===== src/rtl/serial_adder_if.sv =====
// Handshake and data bundle for serial_adder: the controller (master) launches
// an addition, and the adder (slave) returns status and the registered result.
interface serial_adder_if #(
    parameter int WIDTH = 8
);
    logic             start;
    logic [WIDTH-1:0] a;
    logic [WIDTH-1:0] b;
    logic             cin;
    logic             busy;
    logic             done;
    logic [WIDTH-1:0] sum;
    logic             cout;
    logic             overflow;

    modport master (
        output start, a, b, cin,
        input  busy, done, sum, cout, overflow
    );

    modport slave (
        input  start, a, b, cin,
        output busy, done, sum, cout, overflow
    );
endinterface


===== src/rtl/serial_adder.sv =====
// Bit-serial adder: one full-adder stage plus a carry flip-flop, LSB first,
// with a start/busy/done handshake and result registers held between completions.
module serial_adder #(
    parameter int WIDTH = 8
) (
    input logic          clk,
    input logic          rst,
    serial_adder_if.slave bus
);
    localparam int CW = (WIDTH > 2) ? $clog2(WIDTH) : 1;

    typedef enum logic [1:0] {
        IDLE = 2'd0,
        RUN  = 2'd1,
        DONE = 2'd2
    } state_t;

    state_t           state_reg;
    logic [WIDTH-1:0] a_sh_reg;
    logic [WIDTH-1:0] b_sh_reg;
    logic [WIDTH-1:0] res_sh_reg;
    logic [WIDTH-1:0] sum_reg;
    logic [CW-1:0]    cnt_reg;
    logic             carry_reg;
    logic             busy_reg;
    logic             done_reg;
    logic             cout_reg;
    logic             ovf_reg;

    logic             bit_sum;
    logic             bit_carry;
    logic [WIDTH-1:0] res_next;
    logic             last_step;

    always_comb begin
        bit_sum   = a_sh_reg[0] ^ b_sh_reg[0] ^ carry_reg;
        bit_carry = (a_sh_reg[0] & b_sh_reg[0]) | (carry_reg & (a_sh_reg[0] ^ b_sh_reg[0]));
        res_next  = {bit_sum, res_sh_reg[WIDTH-1:1]};
        last_step = (cnt_reg == CW'(WIDTH - 1));
    end

    always_ff @(posedge clk or posedge rst) begin
        if (rst) begin
            state_reg  <= IDLE;
            a_sh_reg   <= '0;
            b_sh_reg   <= '0;
            res_sh_reg <= '0;
            sum_reg    <= '0;
            cnt_reg    <= '0;
            carry_reg  <= 1'b0;
            busy_reg   <= 1'b0;
            done_reg   <= 1'b0;
            cout_reg   <= 1'b0;
            ovf_reg    <= 1'b0;
        end else begin
            case (state_reg)
                // DONE accepts a new start exactly like IDLE, giving back-to-back operation
                IDLE, DONE: begin
                    done_reg <= 1'b0;
                    if (bus.start) begin
                        a_sh_reg   <= bus.a;
                        b_sh_reg   <= bus.b;
                        carry_reg  <= bus.cin;
                        res_sh_reg <= '0;
                        cnt_reg    <= '0;
                        busy_reg   <= 1'b1;
                        state_reg  <= RUN;
                    end else begin
                        busy_reg  <= 1'b0;
                        state_reg <= IDLE;
                    end
                end
                RUN: begin
                    a_sh_reg   <= a_sh_reg >> 1;
                    b_sh_reg   <= b_sh_reg >> 1;
                    res_sh_reg <= res_next;
                    carry_reg  <= bit_carry;
                    cnt_reg    <= cnt_reg + 1'b1;
                    if (last_step) begin
                        // carry_reg still holds the carry into the MSB on this step
                        sum_reg   <= res_next;
                        cout_reg  <= bit_carry;
                        ovf_reg   <= carry_reg ^ bit_carry;
                        busy_reg  <= 1'b0;
                        done_reg  <= 1'b1;
                        state_reg <= DONE;
                    end
                end
                default: begin
                    busy_reg  <= 1'b0;
                    done_reg  <= 1'b0;
                    state_reg <= IDLE;
                end
            endcase
        end
    end

    assign bus.busy     = busy_reg;
    assign bus.done     = done_reg;
    assign bus.sum      = sum_reg;
    assign bus.cout     = cout_reg;
    assign bus.overflow = ovf_reg;
endmodule


===== src/flat_wrapper.sv =====
// flat-port wrapper written by rule: the top's interface ports become plain ports
module serial_adder_flat 
#(
    parameter int WIDTH = 8
)
  (clk, rst, bus_start, bus_a, bus_b, bus_cin, bus_busy, bus_done, bus_sum, bus_cout, bus_overflow);
  serial_adder_if #(.WIDTH(WIDTH)) bus_i ();
  input logic clk;
  input logic rst;
  input wire logic [$bits(bus_i.start)-1:0] bus_start;
  input wire logic [$bits(bus_i.a)-1:0] bus_a;
  input wire logic [$bits(bus_i.b)-1:0] bus_b;
  input wire logic [$bits(bus_i.cin)-1:0] bus_cin;
  output wire logic [$bits(bus_i.busy)-1:0] bus_busy;
  output wire logic [$bits(bus_i.done)-1:0] bus_done;
  output wire logic [$bits(bus_i.sum)-1:0] bus_sum;
  output wire logic [$bits(bus_i.cout)-1:0] bus_cout;
  output wire logic [$bits(bus_i.overflow)-1:0] bus_overflow;
  assign bus_i.start = bus_start;
  assign bus_i.a = bus_a;
  assign bus_i.b = bus_b;
  assign bus_i.cin = bus_cin;
  assign bus_busy = bus_i.busy;
  assign bus_done = bus_i.done;
  assign bus_sum = bus_i.sum;
  assign bus_cout = bus_i.cout;
  assign bus_overflow = bus_i.overflow;
  serial_adder #(.WIDTH(WIDTH)) u_core (.clk(clk), .rst(rst), .bus(bus_i));
endmodule

===== config.mk =====
export PLATFORM = sky130hd
export DESIGN_NAME = serial_adder_flat
export DESIGN_NICKNAME = d
export VERILOG_FILES = /design/src/rtl/serial_adder_if.sv /design/src/rtl/serial_adder.sv /design/src/flat_wrapper.sv
export SDC_FILE = /design/constraint.sdc
export NUM_CORES = 1
export LEC_CHECK = 0
export CAP_MARGIN = 40
export CELL_PAD_IN_SITES_DETAIL_PLACEMENT = 0
export CELL_PAD_IN_SITES_GLOBAL_PLACEMENT = 1
export CORE_MARGIN = 2
export CORE_UTILIZATION = 42
export DETAILED_ROUTE_END_ITERATION = 16
export PLACE_DENSITY = 0.91
export SLEW_MARGIN = 20
export SYNTH_ARGS = -nofsm -noshare
export SYNTH_HDL_FRONTEND = slang
export SYNTH_SLANG_ARGS = --single-unit

===== constraint.sdc =====
create_clock -name clk -period 1.6 [get_ports clk]
set_input_delay 0.32 -clock clk [delete_from_list [all_inputs] [get_ports clk]]
set_output_delay 0.32 -clock clk [all_outputs]
set_load 0.005 [all_outputs]

==> impl_results.md, run 1 <==
- Clock tree from TritonCTS: yes
- Maximum number of pins on one net before global-route repair: 40
- Routability congestion estimate: ~0.71
- Worst slew margin: between 50% and 60%
- Number of stages on the worst setup path: 1
- Crit path required time: 1.28 ns
- Number of instances in the synthesized netlist: 148
- Combined area of the multi-input logic cells: a little under 800 sq um
- Number of fillers in the final layout: between 300 and 400
- Worst slack, placed: -0.116 ns
- Worst ir drop on vdd: 0.000780 V
- Minimum setup slack in the final design: 0.0742 ns
- Clock Pin Slew Worst Setup and Hold Paths: roughly 0.07 ns
- X dimension of the die: 70.5 um
- Endpoint arrival time on the critical path: 1.21 ns
- Slew at the pin closest to its max-slew limit: about 0.63 ns
- Clk buf depth: 2
- Min Tclk post-route: 1.53 ns
- Period Utilization, post-route: 95.4%
- Critical Path Start Type: flip-flop
- Post-synthesis instance area: approximately 0.0019 sq mm
- Reg2Reg Depth: 4
- Layout Area Growth over Synthesis: 26.4%
- Via-per-instance ratio: between 5 and 6
- Number of register bits inferred by synthesis: 39
- Global-route wire length before repair: 5750 um
- Clock latency at the later pin of the worst-skew pair: 0.29 ns
- Combined global-route utilization of all metal layers: 14.6%
- Worst setup path category: flip-flop to primary output
- Delay-heaviest family, CP: buffers and inverters
- Leakage Power: between 1 and 1.5 nW
- Maxcap violations: 0
- Register area: roughly 980 sq um
- Starting Density: between 40% and 50%
- Number of antenna violations at the first check in global routing: 0
- Number of violations reported at the end of detailed-routing iteration 0: 64
- Remaining routing DRC violations: 0
- Number of search-and-repair iterations in the first detailed-routing pass: 4
- Placeable core region: between 0.004 and 0.005 sq mm
- Crit path buf inv count: 1
- Crit path max fanout: 5
- Final number of max-transition violations: 0
- Clk root buf: sky130_fd_sc_hd__clkbuf_8
- Finish-stage setup viols: 0
- Sort of element at the end of the critical path: primary output
- Minimum setup slack among reg-to-reg paths: around 0.1 ns
- Min-Delay Path Class: input pin to asynchronous set/reset pin
- Quantity of I/O buffers inserted on ports: 31
- Vias in the first global route: between 1000 and 1500
- CP max stage delay: about 0.51 ns
- Syn nets: around 170
- Launching element of the worst setup path: u_core.state_reg[0]$_DFFE_PP0P_
- Clock skew after layout: 0.00567 ns
- Count of unique library cells instantiated by Yosys: 23
- WL/cell: roughly 14 um
- Depth of the CTS H-tree: 2
- Num rows: 24
- Register area share after synthesis: 52.6%
- Die Y-Extent: 70.5 um
- Final hold slack: between 0.3 and 0.4 ns
- Leftover overflow at the end of global routing: 0
- Setup TNS: 0 ns
- End point of the critical path: bus_busy
- Ant diodes: 0
- Critical register-to-register path startpoint: u_core.cnt_reg[0]$_DFFE_PP0P_
- Number of buffers inserted during clock tree synthesis: 5
- Result of the run: completed
- Half-perimeter wire length after detailed placement: about 2400 um
- Number of top-level pins: 32
- Power density cells: 1850 mW/mm^2
- Critical path's slowest cell: sky130_fd_sc_hd__clkdlybuf4s50_1
- Number of endpoints with negative hold slack in the final report: 0
- Unrepaired setup endpoints after global routing: no
- Sink count of the clock tree: 39
- Total power: between 4 and 5 mW
- Area enclosed by the die boundary: approximately 0.0050 sq mm
- Cells along the critical path: clkdlybuf4s50_1
- Layout cell share with drive strength beyond 1: 17.5%
- Fin nets: 205
- Yosys warns: 0
- Terminus of the critical flop-to-flop path: u_core.bus.sum[7]$_DFFE_PP0P_
- Remaining antenna violation count after routing: 0
- Detailed-route wire length: around 3300 um
- Maximum clock frequency: 655 MHz
- Average cell area after synthesis: 12.5 sq um
- Total vias in the final route: around 1200
-- synth_stat cells (all sizes together) --
cell | count | share of area [%]
a22o | 11 | 5.2
clkbuf | 2 | 0.40
mux2 | 11 | 8.1
nand3b | 1 | 1.1
nand2 | 1 | 0.20
o21ai | 2 | 0.54
nor2 | 2 | 0.40
dfrtp | 39 | 53
nor2b | 16 | 5.7
a21o | 2 | 0.81
xnor2 | 1 | 0.47
mux2i | 15 | 8.1
fa | 1 | 1.1
a21oi | 14 | 3.8
ha | 2 | 1.3
nand3 | 1 | 0.27
inv | 3 | 0.61
a211oi | 14 | 5.7
buf | 10 | 3.8
-- where the power goes --
part           internal (mW)  total (mW)  switching (mW)
registers               1.45        1.79           0.342
clock network          0.504       0.833           0.329
logic                   1.04        1.71           0.676
-- layer usage --
metal  vias up  wire length [um]  track usage [%]
met5         -                 0                0
met4         0                19             5.13
met3         3               142             3.61
met2        28              1650             23.8
met1       600              1510             18.9
li1        602                 -                -
-- worst min path at each step --
stage,endpoint,slack (ns),start,cells after the start
final,u_core.bus.sum[5]$_DFFE_PP0P_,0.39,rst,3
after global routing,u_core.bus.sum[5]$_DFFE_PP0P_,0.42,rst,3
after CTS,u_core.a_sh_reg[2]$_DFFE_PP0P_,0.40,rst,3
after detailed placement,u_core.res_sh_reg[1]$_DFFE_PP0P_,0.50,u_core.res_sh_reg[1]$_DFFE_PP0P_,1
after global placement,u_core.bus.overflow$_DFFE_PP0P_,0.47,u_core.bus.overflow$_DFFE_PP0P_,2
after floorplan,u_core.b_sh_reg[7]$_DFFE_PP0P_,0.46,bus_b[7],1
-- area by class of cell --
type / count / share of cell area [%]
sequential: 39 / 41.7
inverter: 3 / 0.480
clock buffer: 6 / 3.52
tap: 52 / 2.77
multi-input combinational: 94 / 33.7
timing repair buffer: 39 / 16.3
clock inverter: 2 / 1.49
-- cell families after synthesis --
group	after synthesis	share of synthesized area [%]
buffers and inverters	15	4.78
adders and majority gates	3	2.43
muxes	26	16.2
and+or+nand+nor	21	7.61
DFF	39	52.6
AOI/OAI and AO/OA	43	16.0
xor gates and xnor gates	1	0.472
-- stage by stage --
step	area, sq um	std cells	util [%]
after floorplan	1860	148	-
after detailed placement	2210	225	51.5
after CTS	2330	233	54.3
final	2350	235	54.7
after global routing	2350	235	54.7
after global placement	2210	225	51.5
-- cell usage in the layout (no fill, tap or decap), types with 4 or more instances in the layout --
cell / count
sky130_fd_sc_hd__mux2i_1: 15
sky130_fd_sc_hd__a21oi_1: 14
sky130_fd_sc_hd__clkdlybuf4s50_1: 31
sky130_fd_sc_hd__buf_4: 7
sky130_fd_sc_hd__a211oi_1: 14
sky130_fd_sc_hd__dfrtp_1: 37
sky130_fd_sc_hd__nor2b_1: 14
sky130_fd_sc_hd__a22o_1: 11
sky130_fd_sc_hd__mux2_2: 4
sky130_fd_sc_hd__clkbuf_8: 6
sky130_fd_sc_hd__mux2_4: 7
-- worst register-to-register path: stages, from the launching register on --
cell	delay (ns)
sky130_fd_sc_hd__dfrtp_1	0.39
sky130_fd_sc_hd__ha_1	0.21
sky130_fd_sc_hd__ha_1	0.22
sky130_fd_sc_hd__nand3b_4	0.21
sky130_fd_sc_hd__mux2_2	0.36
-- what timing repair did --
item | in CTS | in global routing
setup endpoints to repair | 1 | 3
setup buffers | 0 | 2
resized for setup | 1 | 1
hold buffers | 0 | 0
Note: power is estimated with default switching activity, not from simulation.
==> run 2: changes to the inputs <==
- CORE_ASPECT_RATIO: unset -> 0.6
- CORE_UTILIZATION: 42 -> 45
- PLACE_DENSITY: 0.91 -> 0.95
- RECOVER_POWER: unset -> 50
- clock period: 1.6 -> 1.8 ns (I/O delays scaled with it)
==> run 2 against run 1 <==
Register-to-register slack improved by 0.07 ns. Sequential share of layout area increased by 0.57 points. Cell count decreased by 1.7%. Non-clock buffer count decreased by 2. Flip-flop and latch count unchanged. Global-route usage increased by 2.0 points. First-iteration DRC count increased by 53%. Count of clock-buffer cells in the layout unchanged. Largest cell class unchanged.
==> impl_results.md, run 2 (synthesized netlist as in run 1, its figures left out) <==
- Hold_sp: u_core.bus.overflow$_DFFE_PP0P_
- Critical Path Start Type: flip-flop
- Layout Area Growth over Synthesis: 24.4%
- Maximum number of pins on one net before global-route repair: 40
- Cells along the critical path: nor2b_2 -> nor2_1 -> mux2_2
- Layout cell share with drive strength beyond 1: between 10% and 20%
- WL/cell: between 15 and 20 um
- Global-route wire length before repair: 5720 um
- Combinational group share of total power: 39.7%
- Via-per-instance ratio: between 5 and 6
- Clock tree from TritonCTS: yes
- Sequential cell fraction of total power: about two fifths
- Worst hold endpoint: u_core.bus.overflow$_DFFE_PP0P_
- Clk buf depth: 2
- Final hold slack: just over 0.5 ns
- Worst slew margin: roughly 36%
- Number of antenna violations at the first check in global routing: 0
- Power density cells: 1680 mW/mm^2
- Number of top-level pins: 32
- Endpoint arrival time on the critical path: around 1.8 ns
- Worst setup path category: flip-flop to flip-flop
- Clock Pin Slew Worst Setup and Hold Paths: roughly 0.08 ns
- Critical register-to-register path startpoint: u_core.bus.done$_DFFE_PP0P_
- Worst ir drop on vdd: roughly 0.00048 V
- Crit path buf inv count: 0
- Combined global-route utilization of all metal layers: about 17%
- Number of violations reported at the end of detailed-routing iteration 0: between 90 and 100
- Total power: roughly 3.9 mW
- Setup repair bufs after CTS: 0
- Sort of element at the end of the critical path: flip-flop
- Maxcap violations: 0
- Number of buffers inserted for hold repair after clock tree synthesis: 0
- Switching portion of total power: 32.2%
- Placeable core region: 0.00403 sq mm
- Routability congestion estimate: 0.717
- Dpl cells: ~220
- Remaining routing DRC violations: 0
- Starting Density: 46.1%
- Period Utilization, post-route: 90.5%
- Clk root buf: sky130_fd_sc_hd__clkbuf_8
- Minimum setup slack among reg-to-reg paths: roughly 0.17 ns
- Vias in the first global route: roughly 1200
- Internal Pwr Total: between 2 and 3 mW
- Leftover overflow at the end of global routing: 0
- X dimension of the die: between 80 and 90 um
- Top library cells by usage in the layout, fill and taps aside: sky130_fd_sc_hd__dfrtp_1, sky130_fd_sc_hd__clkdlybuf4s50_1, sky130_fd_sc_hd__mux2i_1
- Fin cells: 231
- Number of buffers inserted during clock tree synthesis: 5
- Finish-stage setup viols: 0
- Net load switching power: approximately 1.2 mW
- Part of the power in the clock network: 19.3%
- Die Y-Extent: between 50 and 60 um
- Quantity of I/O buffers inserted on ports: 31
- Ant diodes: 0
- CP max stage delay: roughly 0.44 ns
- Maximum clock frequency: a little over 600 MHz
- Depth of the CTS H-tree: 2
- Total vias in the final route: roughly 1300
- Crit path required time: between 1.5 and 2 ns
- Number of search-and-repair iterations in the first detailed-routing pass: 4
- Number of fillers in the final layout: 307
- Final number of max-transition violations: 0
- Crit path max fanout: 12
- Remaining antenna violation count after routing: 0
- Most common cell after layout, fill and taps aside: sky130_fd_sc_hd__dfrtp_1
- Detailed-route wire length: 3600 um
- Num rows: 18
- Clock skew after layout: ~0.0094 ns
- Min-Delay Path Class: flip-flop to flip-flop
- Unrepaired setup endpoints after global routing: no
- Critical path's slowest cell: sky130_fd_sc_hd__dfrtp_1
- Terminus of the critical flop-to-flop path: u_core.cnt_reg[0]$_DFFE_PP0P_
- Worst Hold Depth: 2
- Delay-heaviest family, CP: simple AND/OR/NAND/NOR gates
- Fin nets: between 200 and 250
- Clock latency at the later pin of the worst-skew pair: about 0.29 ns
- Number of endpoints with negative hold slack in the final report: 0
- Slew at the pin closest to its max-slew limit: ~0.95 ns
- Area enclosed by the die boundary: ~0.0047 sq mm
- Result of the run: completed
- Reg2Reg Depth: 3
- Half-perimeter wire length after detailed placement: 2540 um
- Leakage Power: between 0.9 and 1 nW
- Cts repair resizes: 0
- Min Tclk post-route: 1.63 ns
- Sink count of the clock tree: 39
- Utilization of the core after routing: between 50% and 60%
run 2: changes by cell type in the layout (fill, tap and decap cells not counted), moves of 2 or more:
cell,change
sky130_fd_sc_hd__dfrtp_1,+2
sky130_fd_sc_hd__dfrtp_2,-2
sky130_fd_sc_hd__clkbuf_2,+2
sky130_fd_sc_hd__buf_4,-3
run 2: worst max-delay path by stage:
stage,endpoint,depth (start not counted),startpoint,slack (ns)
4_1_cts,bus_done,1,u_core.bus.done$_DFFE_PP0P_,0.18
3_5_place_dp,u_core.cnt_reg[0]$_DFFE_PP0P_,4,bus_start,-0.06
6_report,u_core.cnt_reg[0]$_DFFE_PP0P_,3,u_core.bus.done$_DFFE_PP0P_,0.17
2_1_floorplan,u_core.bus.sum[0]$_DFFE_PP0P_,5,u_core.cnt_reg[0]$_DFFE_PP0P_,0.38
3_3_place_gp,u_core.cnt_reg[0]$_DFFE_PP0P_,4,bus_start,0.05
5_1_grt,u_core.cnt_reg[0]$_DFFE_PP0P_,3,u_core.bus.done$_DFFE_PP0P_,0.07
run 2: worst register-to-register path: stages, from the launching register on:
cell	delay, ns
sky130_fd_sc_hd__dfrtp_1	0.44
sky130_fd_sc_hd__nor2b_2	0.43
sky130_fd_sc_hd__nor2_1	0.30
sky130_fd_sc_hd__mux2_2	0.34
run 2: area by class of cell:
class                           instances  area, sq um  share of cell area [%]
Tap cell                               50         62.6                    2.71
Clock buffer                            6         82.6                    3.58
Inverter                                3         11.3                   0.488
Sequential cell                        39          976                    42.3
Clock inverter                          2         35.0                    1.52
Timing Repair Buffer                   37          350                    15.2
Multi-Input combinational cell         94          792                    34.3
run 2: power by group through the flow:
stage	sequential (mW)	clock [mW]	combinational, mW
floorplan	1.51	0	1.11
global route	1.64	0.791	1.69
global placement	1.57	0	1.46
CTS	1.58	0.763	1.55
finish	1.59	0.747	1.54
detailed placement	1.60	0	1.53
run 2: layer usage:
layer / track usage, % / share of wire [%] / vias to the layer above / wire, um
met5: 0 / 0 / - / 0
met4: 6.25 / 0.97 / 0 / 35
met3: 3.07 / 2.7 / 4 / 98
met2: 28.1 / 48 / 19 / 1730
met1: 21.6 / 48 / 636 / 1730
li1: - / - / 602 / -
run 2: metrics by stage:
stage	worst slack [ns]	cell area [sq um]	setup TNS [ns]
finish	0.171	2310	0
global route	0.0668	2310	0
CTS	0.176	2310	0
detailed placement	-0.0567	2200	-0.0685
global placement	0.0502	2200	0
floorplan	0.376	1860	0
==> run 3: changes to the inputs <==
- GPL_ROUTABILITY_DRIVEN: unset -> 0
==> results of run 3 <==
Final layout, timing and power as in run 2 (identical DEF).
